<file path="src/rtl/fwd_hazard_ctrl.sv">
// Forwarding-select and load-use hazard controller beside the ID/EX register.
// Latency: selects are registered, valid one cycle after ID (aligned with EX); stall is combinational.
// Backpressure: raises stall on load-use; hold freezes all state; ex_branch_taken squashes ID.
//
// Ports:
//   clk, rst_n (sync, active-low), hold        : clock, reset, global freeze
//   id_valid/id_rs1/id_rs2/id_use_rs1/id_use_rs2: instruction in ID and the sources it reads
//   id_rd/id_regwrite/id_memread               : destination info carried down EX/MEM/WB
//   ex_branch_taken                            : taken branch in EX, squash ID
//   stall                                      : hold PC and IF/ID, bubble into EX
//   fwd_a_sel/fwd_b_sel                        : 0 regfile, 1 MEM ALU result, 2 WB result
//   stall_count                                : saturating count of load-use stall cycles
module fwd_hazard_ctrl #(
  parameter int REG_AW = 5,
  parameter int CNT_W  = 16
) (
  input  logic              clk,
  input  logic              rst_n,
  input  logic              hold,
  input  logic              id_valid,
  input  logic [REG_AW-1:0] id_rs1,
  input  logic [REG_AW-1:0] id_rs2,
  input  logic              id_use_rs1,
  input  logic              id_use_rs2,
  input  logic [REG_AW-1:0] id_rd,
  input  logic              id_regwrite,
  input  logic              id_memread,
  input  logic              ex_branch_taken,
  output logic              stall,
  output logic [1:0]        fwd_a_sel,
  output logic [1:0]        fwd_b_sel,
  output logic [CNT_W-1:0]  stall_count
);

  typedef struct packed {
    logic              valid;
    logic [REG_AW-1:0] rd;
    logic              regwrite;
    logic              memread;
  } entry_t;

  localparam logic [1:0] SEL_RF  = 2'd0;
  localparam logic [1:0] SEL_MEM = 2'd1;
  localparam logic [1:0] SEL_WB  = 2'd2;

  entry_t ex_q, mem_q, wb_q;
  entry_t id_e;

  logic       ex_hit_a, ex_hit_b, mem_hit_a, mem_hit_b;
  logic       advance;
  logic [1:0] sel_a_nxt, sel_b_nxt;

  // An entry can supply a source only if it really writes a non-zero rd.
  function automatic logic hit(input entry_t e, input logic [REG_AW-1:0] src, input logic use_src);
    return e.valid & e.regwrite & (e.rd != '0) & (e.rd == src) & use_src;
  endfunction

  assign id_e = {1'b1, id_rd, id_regwrite, id_memread};

  assign ex_hit_a  = id_valid & hit(ex_q,  id_rs1, id_use_rs1);
  assign ex_hit_b  = id_valid & hit(ex_q,  id_rs2, id_use_rs2);
  assign mem_hit_a = id_valid & hit(mem_q, id_rs1, id_use_rs1);
  assign mem_hit_b = id_valid & hit(mem_q, id_rs2, id_use_rs2);

  // Load data is not available until the load reaches WB, so a consumer directly
  // behind a load waits one cycle. A taken branch kills the consumer instead.
  assign stall   = (ex_hit_a | ex_hit_b) & ex_q.memread & ~ex_branch_taken;
  assign advance = id_valid & ~stall & ~ex_branch_taken;

  // The younger producer (EX) wins over MEM. A load sitting in MEM is picked up
  // one cycle later from WB load data, hence the same WB select as an ALU result.
  always_comb begin
    sel_a_nxt = SEL_RF;
    if (ex_hit_a & ~ex_q.memread) sel_a_nxt = SEL_MEM;
    else if (mem_hit_a)           sel_a_nxt = SEL_WB;
  end

  always_comb begin
    sel_b_nxt = SEL_RF;
    if (ex_hit_b & ~ex_q.memread) sel_b_nxt = SEL_MEM;
    else if (mem_hit_b)           sel_b_nxt = SEL_WB;
  end

  always_ff @(posedge clk) begin
    if (!rst_n) begin
      ex_q        <= '0;
      mem_q       <= '0;
      wb_q        <= '0;
      fwd_a_sel   <= SEL_RF;
      fwd_b_sel   <= SEL_RF;
      stall_count <= '0;
    end else if (!hold) begin
      wb_q  <= mem_q;
      mem_q <= ex_q;
      if (advance) begin
        ex_q      <= id_e;
        fwd_a_sel <= sel_a_nxt;
        fwd_b_sel <= sel_b_nxt;
      end else begin
        ex_q      <= '0;
        fwd_a_sel <= SEL_RF;
        fwd_b_sel <= SEL_RF;
      end
      if (stall && (stall_count != '1))
        stall_count <= stall_count + {{(CNT_W-1){1'b0}}, 1'b1};
    end
  end

  // The WB entry and MEM's load flag are tracked for pipeline visibility only: the
  // regfile is write-first, so WB never needs to be a forwarding source.
  logic unused_wb;
  assign unused_wb = ^{wb_q, mem_q.memread};

endmodule
</file>
<file path="config.mk">
export PLATFORM = sky130hd
export DESIGN_NAME = fwd_hazard_ctrl
export DESIGN_NICKNAME = d
export VERILOG_FILES = /design/src/rtl/fwd_hazard_ctrl.sv
export SDC_FILE = /design/constraint.sdc
export NUM_CORES = 1
export LEC_CHECK = 0
export ABC_AREA = 1
export BUFFER_PORTS_ARGS = -buffer_cell sky130_fd_sc_hd__buf_2
export CORE_UTILIZATION = 25
export DETAILED_ROUTE_END_ITERATION = 16
export GPL_ROUTABILITY_DRIVEN = 0
export GPL_TIMING_DRIVEN = 0
export PLACE_DENSITY = 0.52
export SLEW_MARGIN = 15
export SYNTH_ARGS = -nofsm -noshare
export SYNTH_HDL_FRONTEND = slang
export SYNTH_SLANG_ARGS = --single-unit
</file>
<file path="constraint.sdc">
create_clock -name clk -period 1.9 [get_ports clk]
set_clock_uncertainty 0.15 [all_clocks]
set_input_delay 0.19 -clock clk [delete_from_list [all_inputs] [get_ports clk]]
set_output_delay 0.19 -clock clk [all_outputs]
set_load 0.02 [all_outputs]
</file>
# Yosys cells after proc, flatten, opt, wreduce, memory -nomap -nowiden

Index checks and enable logic that the tools add are counted.

Add/subtract/negate cells: 1
Equal/unequal tests: 5
Mux-type cells: 7
Bitwise operators: 27
Reduce and logical (&&, ||, !) cells: 4

Operator list:

| cell                                          | number |
|---|---|
| bitwise AND 1 bit                             | 22 |
| == test 5 bit                                 | 4 |
| adder 16 x 1 -> 16 bit, second input constant | 1 |
| != test 16 bit, second input constant         | 1 |
| 2-to-1 mux 2 bit                              | 6 |
| nonzero test 5 bit                            | 2 |
| 2-to-1 mux 8 bit                              | 1 |
| NOT 1 bit                                     | 4 |
| AND reduction 2 bit                           | 1 |
| logical AND 1 bit                             | 1 |
| OR 1 bit                                      | 1 |

Bits in registers: 35
Input bits: 24
Output and inout port bits: 21
Logic and storage cells: 54

# Longest topological paths before layout

Depth after elaboration: 12
Depth in mapped cells: 14
Depth with buffers taken out: 13

# Worst setup path after synthesis

Ideal clock, no wire load.

Path kind: reg2reg
Start: reg stall_count[0]
End: reg stall_count[0]
Library setup time: 0.128 ns
Arrival time: 1.592 ns
Data required time: 1.622 ns
Path slack: 0.031 ns
Cell stages (with the launch flop): 13
Buffers on the path: 0
Clock period less this slack: 1.869 ns
Cells stage by stage: dfxtp_1 ha_1 nand2_1 nor2_1 nand2_1 inv_2 nand4_1 nand2_1 inv_1 nand3_1 nand2_1 nand2_1 nor2_1

Longest elaborated chain between the ends: 3
Elaborated cells on any way between the ends: 4
Those cells by class: add/sub (1); eq/ne (1); reduce/logical (2)

Ends and longest elaborated chain:

| what                                                                           | line | source |
|---|---|---|
| from (decl)                                                                    | 32   | `output logic [CNT_W-1:0] stall_count` |
| from (signal assigned)                                                         | 105  | `stall_count <= stall_count + {{(CNT_W-1){1'b0}}, 1'b1};` |
| parallel branches: the longest is 3 deep, another holds adder 16 x 1 -> 16 bit | n/a  |  |

Several ways; the timed one is not identified.
A chain may end at the register's enable or synchronous reset.

# Final worst setup path

Start: reg ex_q[2] (netlist name)
End: out stall

Longest elaborated chain between the ends: 8
Elaborated cells on any way between the ends: 13
Those cells by class: eq/ne (2); bitwise (10); reduce/logical (1)

Ends and longest elaborated chain:

| what                                 | line   | source |
|---|---|---|
| from (decl)                          | 46     | `entry_t ex_q, mem_q, wb_q;` |
| from (signal assigned)               | 96     | `ex_q <= id_e;` |
| nonzero test 5 bit                   | 55     | `return e.valid & e.regwrite & (e.rd != '0) & (e.rd == src) & use_src;` |
| bitwise AND 1 bit (3 in a row)       | 55     |  |
| bitwise AND 1 bit (on tied branches) | 60, 61 |  |
| OR 1 bit (*)                         | 67     | `assign stall = (ex_hit_a \| ex_hit_b) & ex_q.memread & ~ex_branch_taken;` |
| bitwise AND 1 bit (*) (2 in a row)   | 67     |  |
| to (decl)                            | 29     | `output logic stall,` |

Every way passes the cells marked *; elsewhere a longest branch is shown, timed or not.

==> results.md <==
- Status: completed
- Synth warn: 0
- Leak Pwr: 0.00124 uW
- Post-Syn Nets: 360
- Minimum clock period: 1820 ps
- Largest net degree at the start of global routing: 11
- Worst skew pair latency: 280 ps
- Initial Utilization: 26.1%
- Drt wl/cell: 12.0 um
- FF-to-FF path depth: 11
- RSZ-0062 raised after global routing: true
- CP cell instances: buf_6 -> inv_4 -> nand2_2 -> nand2_1 -> nand2_1 -> nor2_2 -> nand3_2 -> nand2_4 -> nand2_4 -> inv_2 -> buf_6
- Yosys top cell by area: dfxtp_1
- Post-Route WL: 5910 um
- Max incr delay on CP: 320 ps
- Mapped Avg Cell Area: 6.12 um2
- Post-route antenna net violation count: 0
- CTS Hold Buffers Added: 0
- GRT overflow: 0
- CTS tree: yes
- Htree depth: 2
- Final Util: 33.7%
- Tcrit/Tclk final: 95.7%
- Initial antenna violation count: 0
- Highest net fanout along the worst path: 8
- Max clock buf depth: 2
- ANT cells: 0
- Num CTS Buffers: 5
- Vias in the first global route: 2,104
- Fin Hold WS: 13.3 ps
- Clock slew seen by the registers of the worst setup and hold paths: 70 ps
- Type of the tightest min-delay check: input port to register
- CTS Sinks: 35
- Kind of critical path: register to primary output
- DRT iter0 DRCs: 92
- Max_slew headroom: 66.5%
- Drt first pass iters: 5
- Worst R2R Setup Slack: 120 ps
- Highest Clock Rate: 550 MHz
- Root buffer cell: clkbuf_8
- Synth top area share: 34.2%
- Worst vdd rail ir drop: 0.214 mV
- CP Data Required Time: 1560 ps
- Crit. End Element: primary output
- Worst-margin pin slew: 502 ps
- Post-Synthesis Cells: 335
- Seq/Total Area, Yosys: 34.2%
- CP delay by family, top: simple AND/OR/NAND/NOR gates
- Distinct cells, synth: 28
- Tot GR Track Use: 14.5%
- Vias/cell: 4.62
- Die Width: 92.6 um
- Hold Vio Cnt, Final: 0
- Nets: 416
- FF-to-FF End: stall_count[3]$_SDFFE_PN0P_
- Layout area overhead: 28.9%
- Die Ht: 92.6 um
- Crit path arrival time: 1480 ps
- DP Area: 2400 um2
- Worst path bufs/invs: 4
- Final count of negative-setup-slack endpoints: 0
- Post-route cell area: 2640 um2
- Share of post-route cells with drive strength above 1: 26.1%
- Crit path max-delay cell type: dfxtp_2
- Slew Limit Fails: 0
- Pwr Density: 554 nW/um2
- Worst r2r src: stall_count[0]$_SDFFE_PN0P_
- Critical Path Sink: stall
- Setup TNS: 0 ps
- First-pass GRT wire length: 9780 um
- Ports: 45
- Critical Path Source: ex_q[2]$_SDFFE_PN0N_
- Via count: 2,277
- Synth top area cells: dfxtp_1 (34%), nand2_1 (17%), a21oi_1 (8.3%), nor2_1 (8.2%), nand3_1 (7.8%)
- DPL Wire Length: 4580 um
- Max-Cap Viols: 0
- Post-synthesis cell area: 2050 um2
- DIE AREA: 8570 um2
- CP Launch Type: register
- Port buffer count: 44
- Flops & latches, synth: 35
- Crit. path cell count: 11
- Core area: 7850 um2
- DRC: 0
- Placement Rows: 32
## synth_stat cells
library cell,n
buf_4,1
nand3b_1,2
nor2_2,1
o21ai_1,2
nand2_1,93
nand4_1,11
dfxtp_1,35
inv_2,8
nor3b_1,1
inv_1,37
clkbuf_1,4
o21ai_0,8
nand3_1,32
nor3_1,1
xnor2_1,1
nor4_1,1
and3_1,2
buf_1,2
nand2_2,3
o211ai_1,1
ha_1,1
buf_6,2
buf_2,1
xor2_1,4
nor2_1,45
a21oi_1,34
nor2_4,1
nor3_2,1
## report_power, final
part           internal (uW)  switching, uW  leakage, uW
Combinational           61.4            101     0.000904
Clock                    284            264    0.0000470
Sequential               741           12.2     0.000288
Total                   1090            377      0.00124
## worst reg2reg max path, cell delays in order (launching register included)
cell and delay (ps):
dfxtp_4 380, ha_4 150, nand2_1 60, nor2_1 120, nand2_2 100, inv_2 70
nand4_1 120, nand2_2 140, nor2_4 50, buf_6 140, a21oi_1 140, nor2_1 60
## layer usage
| metal | vias up | GRT usage (%) | wire [um] |
|---|---|---|---|
| met1 | 1057 | 18.4 | 2710 |
| met5 | - | 0 | 0 |
| met3 | 5 | 2.79 | 264 |
| met4 | 0 | 5.47 | 78 |
| met2 | 33 | 24.2 | 2850 |
| li1 | 1182 | - | - |
## through the flow
step | cells | total power (uW) | worst slack (ps)
after CTS | 489 | 1480 | -10.3
final | 493 | 1460 | 82.2
after global placement | 481 | 927 | -89.2
after detailed placement | 481 | 929 | -99.5
after global routing | 493 | 1540 | -25.9
after floorplan | 335 | 866 | 30.6
## registers in the layout, indices dropped and copies added, names as in the netlist
| register | flops |
|---|---|
| ex_q | 8 |
| fwd_a_sel | 2 |
| fwd_b_sel | 2 |
| mem_q | 7 |
| stall_count | 16 |
## cells by family (layout without fill, tap and decap cells)
logic type               Yosys count  in the layout  share of synthesized area (%)
adder cells (fa/ha/maj)            1              1                          0.610
AO/OA/AOI/OAI                     45             45                           11.1
AND/OR/NAND/NOR                  194            194                           40.9
buffers and inverters             55            111                           11.0
XOR/XNOR                           5              5                           2.14
flip-flops                        35             35                           34.2
## worst min-delay path by stage
stage	slack, ps	cells after the start	startpoint	end
final	10	3	id_rd[2]	ex_q[4]$_SDFFE_PN0N_
after global placement	300	2	fwd_b_sel[0]$_SDFFE_PN0N_	fwd_b_sel[0]$_SDFFE_PN0N_
after detailed placement	310	2	fwd_a_sel[0]$_SDFFE_PN0N_	fwd_a_sel[0]$_SDFFE_PN0N_
after CTS	10	3	id_rd[3]	ex_q[5]$_SDFFE_PN0N_
after global routing	10	3	id_rd[3]	ex_q[5]$_SDFFE_PN0N_
after floorplan	180	2	rst_n	mem_q[4]$_SDFFE_PN0N_
## cell type report
cell class	count	area, um2
fill	911	5200
multi-input combinational	245	1210
sequential	35	719
timing repair buffer	49	264
inverter	45	174
tap	102	128
clock buffer	6	82.6
buffer	10	63.8
clock inverter	1	5.00
## cells in the final DEF, fill, tap and decap left out, drive strengths merged
cell type / instances
nand2: 96
buf: 55
nor2: 47
inv: 45
dfxtp: 35
a21oi: 34
nand3: 32
nand4: 11
o21ai: 10
clkbuf: 10
xor2: 4
and3: 2
nand3b: 2
nor3: 2
xnor2: 1
nor3b: 1
nor4: 1
o211ai: 1
ha: 1
clkinv: 1
## timing repair
item / 4_1_cts / 5_1_grt
resized for setup: 10 / 32
pin swaps: 1 / 9
setup endpoints to repair: 17 / 27
setup buffers: 1 / 4
Power figures use the tool's default switching activity.
